### config.mk
export PLATFORM = sky130hd
export DESIGN_NAME = imem_load_ctrl
export DESIGN_NICKNAME = d
export VERILOG_FILES = /design/src/rtl/imem_load_ctrl.sv
export SDC_FILE = /design/constraint.sdc
export NUM_CORES = 1
export LEC_CHECK = 0
export BUFFER_PORTS_ARGS = -buffer_cell sky130_fd_sc_hd__buf_2
export CORE_MARGIN = 2
export CORE_UTILIZATION = 53
export DETAILED_ROUTE_END_ITERATION = 8
export GPL_TIMING_DRIVEN = 0
export HOLD_SLACK_MARGIN = 0.15
export PLACE_DENSITY = 0.78
export SYNTH_ARGS = -nofsm -noshare
export SYNTH_HDL_FRONTEND = slang
export SYNTH_SLANG_ARGS = --single-unit
### constraint.sdc
create_clock -name clk -period 3.7 [get_ports clk]
set_input_delay 0.74 -clock clk [delete_from_list [all_inputs] [get_ports clk]]
set_output_delay 0.74 -clock clk [all_outputs]
set_load 0.02 [all_outputs]
### src/rtl/imem_load_ctrl.sv
// Host-side loader for the instruction memory. It streams words from the host
// into imem, holds the core in reset while loading, flushes, then releases the core.
//
// state | meaning
// IDLE  | core held in reset, waiting for host_start
// LOAD  | accepting host words, one imem write per handshake
// FLUSH | last word written, core still in reset for FLUSH_CYCLES cycles
// RUN   | core released and executing until host_halt
module imem_load_ctrl #(
  parameter int AW           = 9,
  parameter int DW           = 32,
  parameter int FLUSH_CYCLES = 4
) (
  input  logic          clk,
  input  logic          rst,
  input  logic          host_start,
  input  logic [AW-1:0] host_base_addr,
  input  logic [AW:0]   host_len,
  input  logic          host_abort,
  input  logic          host_halt,
  input  logic          host_valid,
  input  logic [DW-1:0] host_data,
  output logic          host_ready,
  output logic          write_to_imem,
  output logic [AW-1:0] addr_imem_host,
  output logic [DW-1:0] imem_data,
  output logic          core_rst,
  output logic          run,
  output logic          busy,
  output logic          done,
  output logic          err,
  output logic [AW:0]   words_written
);

  typedef enum logic [1:0] {IDLE, LOAD, FLUSH, RUN} state_t;

  localparam int            MEM_WORDS_I = 1 << AW;
  localparam logic [AW+1:0] MEM_WORDS   = (AW+2)'(MEM_WORDS_I);
  localparam logic [3:0]    FLUSH_LOAD  = 4'(FLUSH_CYCLES - 1);

  state_t        state, state_nxt;
  logic [AW-1:0] base_q;
  logic [AW:0]   len_q;
  logic [3:0]    flush_cnt;
  logic [AW+1:0] end_addr;
  logic          range_bad;
  logic          start_ok;
  logic          hs;
  logic          last_hs;

  // The range check runs one bit wider than the length so base+len never overflows.
  assign end_addr   = {2'b00, host_base_addr} + {1'b0, host_len};
  assign range_bad  = (host_len == '0) || (end_addr > MEM_WORDS);
  assign start_ok   = (state == IDLE) && host_start && !range_bad;
  assign host_ready = (state == LOAD);
  // Abort takes priority: a handshake coinciding with it is dropped.
  assign hs         = host_ready && host_valid && !host_abort;
  // words_written equals the index of the handshake in progress.
  assign last_hs    = hs && ((words_written + (AW+1)'(1)) == len_q);

  // State register.
  always_ff @(posedge clk or posedge rst) begin
    if (rst) state <= IDLE;
    else     state <= state_nxt;
  end

  // Next-state decode.
  always_comb begin
    state_nxt = state;
    case (state)
      IDLE:    if (start_ok) state_nxt = LOAD;
      LOAD: begin
        if (host_abort)   state_nxt = IDLE;
        else if (last_hs) state_nxt = FLUSH;
      end
      FLUSH:   if (flush_cnt == '0) state_nxt = RUN;
      RUN:     if (host_halt) state_nxt = IDLE;
      default: state_nxt = IDLE;
    endcase
  end

  // Registered status outputs track the state being entered.
  always_ff @(posedge clk or posedge rst) begin
    if (rst) begin
      core_rst <= 1'b1;
      run      <= 1'b0;
      busy     <= 1'b0;
      done     <= 1'b0;
    end else begin
      core_rst <= (state_nxt != RUN);
      run      <= (state_nxt == RUN);
      busy     <= (state_nxt == LOAD) || (state_nxt == FLUSH);
      done     <= (state_nxt == RUN) && (state != RUN);
    end
  end

  // Session capture, error flag and flush down-counter.
  always_ff @(posedge clk or posedge rst) begin
    if (rst) begin
      base_q    <= '0;
      len_q     <= '0;
      err       <= 1'b0;
      flush_cnt <= '0;
    end else begin
      if ((state == IDLE) && host_start) begin
        base_q <= host_base_addr;
        len_q  <= host_len;
        err    <= range_bad;
      end else if ((state == LOAD) && host_abort) begin
        err <= 1'b1;
      end
      if (last_hs)
        flush_cnt <= FLUSH_LOAD;
      else if ((state == FLUSH) && (flush_cnt != '0))
        flush_cnt <= flush_cnt - 4'd1;
    end
  end

  // imem write port: one registered write the cycle after each handshake.
  always_ff @(posedge clk or posedge rst) begin
    if (rst) begin
      write_to_imem  <= 1'b0;
      addr_imem_host <= '0;
      imem_data      <= '0;
      words_written  <= '0;
    end else begin
      write_to_imem <= hs;
      if ((state == IDLE) && host_start) begin
        words_written <= '0;
      end else if (hs) begin
        addr_imem_host <= base_q + words_written[AW-1:0];
        imem_data      <= host_data;
        words_written  <= words_written + (AW+1)'(1);
      end
    end
  end

endmodule

==> impl_results.md <==
- Post-synth cell types: just under 60
- First-pass GRT wire length: about 17 mm
- Gr ovfl total: 0
- Top Ports: approximately 120
- Cells after Synth: slightly above 500
- WP data required: approximately 4 ns
- Remaining antenna violation count after routing: 0
- Clock root buffer: clkbuf_8
- Mapped cell area: ~4400 µm²
- Final GP Congestion: ~0.93
- Layout cells sized above 1: 22.9%
- Maximum net fanout on the critical path: 3
- Antenna diodes: 0
- Tot Pwr: between 3 and 4 mW
- CTS Buffer Depth: 2
- Largest net degree at the start of global routing: 46
- Cell Rows: 33
- Leading register cell type out of synthesis: dfrtp_1
- Worst-Margin Slew: 0.586 ns
- Top-count cell post-synth: nand2_1
- Initial antenna violation count: 0
- Warnings from Yosys: 0
- Setup TNS: 0 ns
- Worst skew pair latency: 0.35 ns
- # hold bufs at CTS: 0
- # placed instances: 731
- # port buffers: about 110
- Routed wire length: 10.5 mm
- DRC: 0
- CORE AREA: approximately 8000 µm²
- Setup Fix Bufs, Post-CTS: 0
- Total GRT Usage: 24.1%
- HP Class: input pin to asynchronous set/reset pin
- Cell taking the most area after synthesis: dfrtp_1
- Synthesis-to-finish area growth: 21.0%
- CTS buffer count: 9
- Layout Skew: 0.0111 ns
- Synth async-reset ratio: 100%
- Synth top cells by count: nand2_1 (183), dfrtp_1 (81), o21ai_0 (35)
- Setup violations, final: 0
- DR pass1 iterations: 4
- EDFF count, synth: 0
- Fillcell total: between 700 and 800
- RSZ-0062 raised after global routing: no
- Horiz. Die Dim: approximately 95 µm
- Die Height: between 90 and 100 µm
- Vias in the first global route: 3734
- Number of max-cap violations: 0
- Crit path time final: between 3 and 4 ns
- Final Hold Fails: 0
- Vias per inst: 5.37
- Syn nets: 591
- Relative slew slack: slightly above 60%
- Post_cts resized: 0
- Average size of a mapped cell: ~8.6 µm²
- Setup crit end kind: flip-flop
- Routed wire length per instance: between 10 and 15 µm
- Final nets: around 720
- Initial Util: between 50% and 60%
- VDD IR max: ~0.22 mV
- Post-DP HPWL: between 8 and 9 mm
- Die footprint: a little over 9000 µm²
- Vias post-DR: about 4000
- Fraction of post-synthesis cell area in the top cell type by area: around 46%
- Layout Cells excl Fill: 747
- Iteration-0 DRC Markers: between 200 and 300
- Outcome: completed
- Final period util: 92.0%
- Synth Register Bits: between 80 and 90
- Ranking of synthesized cells by area: dfrtp_1 (46%), nand2_1 (16%), ha_1 (6.0%)
- Crit path kind: input pin to flip-flop
- Static Leak: roughly 2.8 nW
- Fmax: 0.294 GHz
- Worst EP arrival: between 3 and 4 ns
- CP Launch Type: input pin
- CTS tree: yes
- Pins Over Slew Limit: 0
- Worst-path clk slew: about 0.09 ns
- Pwr/cell area: about 570 nW/µm²
- H-tree depth: 3
- Post-synthesis sequential area ratio: a little under half
- Clk sinks: 82
-- metal layers --
metal	up-vias	wire length (µm)	global-route usage (%)
li1	1971	-	-
met3	20	798	3.64
met1	1853	4490	31.2
met2	164	4970	40.7
met5	-	0	0
met4	0	212	9.54
-- state kept, by name (all words and copies together), names as in the netlist, 2 cells and up --
signal and flops:
flush_cnt 4, imem_data 32, words_written 10, len_q 10, addr_imem_host 9, base_q 9, state 2
-- cell usage in the layout, fill, tap and decap left out, types with 3 or more instances in the layout --
cell | netlist | final
nor2b_1 | 6 | 6
o22ai_1 | 3 | 3
nand3_1 | 5 | 5
o21ai_0 | 35 | 35
nand2b_1 | 8 | 8
a21oi_1 | 17 | 17
o31ai_1 | 7 | 7
inv_1 | 14 | 13
clkbuf_1 | 13 | 14
clkbuf_8 | 0 | 9
and2_1 | 6 | 6
nand3b_1 | 3 | 3
ha_1 | 21 | 21
xor2_1 | 9 | 9
nand2_1 | 183 | 183
dfrtp_1 | 81 | 81
a31oi_1 | 3 | 3
nor2_1 | 20 | 20
nor3_1 | 6 | 6
mux2i_1 | 3 | 3
xnor2_1 | 10 | 10
buf_2 | 2 | 116
and3_1 | 4 | 4
buf_1 | 4 | 4
-- stage by stage --
step / area [µm²] / hold WS, ns / setup slack (ns) / utilization (%)
3_3_place_gp: 5100 / 0.452 / -0.0426 / 62.7
5_1_grt: 5330 / 0.436 / 0.136 / 65.5
2_1_floorplan: 4400 / 0.450 / 0.481 / -
3_5_place_dp: 5130 / 0.456 / -0.0292 / 63.0
4_1_cts: 5330 / 0.415 / 0.345 / 65.5
6_report: 5330 / 0.402 / 0.297 / 65.5
-- final timing paths --
kind	to	cells after the start	slack [ns]	start
max in group asynchronous	core_rst	3	2.65	rst
max	done	14	0.30	host_len[0]
min reg2reg	imem_data[10]	2	0.48	imem_data[10]
min in group clk	imem_data[10]	2	0.48	imem_data[10]
min	imem_data[15]	2	0.40	rst
max reg2reg	done	10	0.70	words_written[0]
-- where the power goes --
| group | switching [mW] | leakage (nW) | internal (mW) |
|---|---|---|---|
| registers | 0.158 | 1.04 | 1.16 |
| clock network | 0.335 | 0.0950 | 0.320 |
| logic | 0.691 | 1.72 | 0.380 |
-- worst max-delay path: stages --
cell       delay [ns]
buf_2            0.11
ha_1             0.19
inv_1            0.07
fa_1             0.37
and2b_1          0.25
o22ai_1          0.07
or4b_1           0.50
nor4_1           0.40
o2111ai_1        0.20
a211oi_2         0.35
a211o_1          0.15
ha_1             0.13
inv_1            0.05
a21oi_1          0.11
-- logic make-up (layout without fill, tap and decap cells) --
family	count (synthesis)	after routing	synth area share [%]
adders and majority gates	23	23	6.88
DFF	82	82	46.6
and+or+nand+nor	265	265	27.2
muxes	3	3	0.682
xor gates and xnor gates	19	19	3.78
AOI/OAI and AO/OA	86	86	12.0
buffers and inverters	33	164	2.87
-- layout make-up --
| class | instances | area [µm²] | share of cell area [%] |
|---|---|---|---|
| clock inverters | 6 | 73.8 | 1.39 |
| plain buffers | 19 | 73.8 | 1.39 |
| clock buffers | 10 | 128 | 2.40 |
| multi-input cells | 396 | 2220 | 41.7 |
| inverters | 14 | 55.1 | 1.03 |
| flip-flops and latches | 82 | 2050 | 38.5 |
| well taps | 105 | 131 | 2.47 |
| repair buffers | 115 | 591 | 11.1 |
Note: power is estimated with default switching activity, not from simulation.
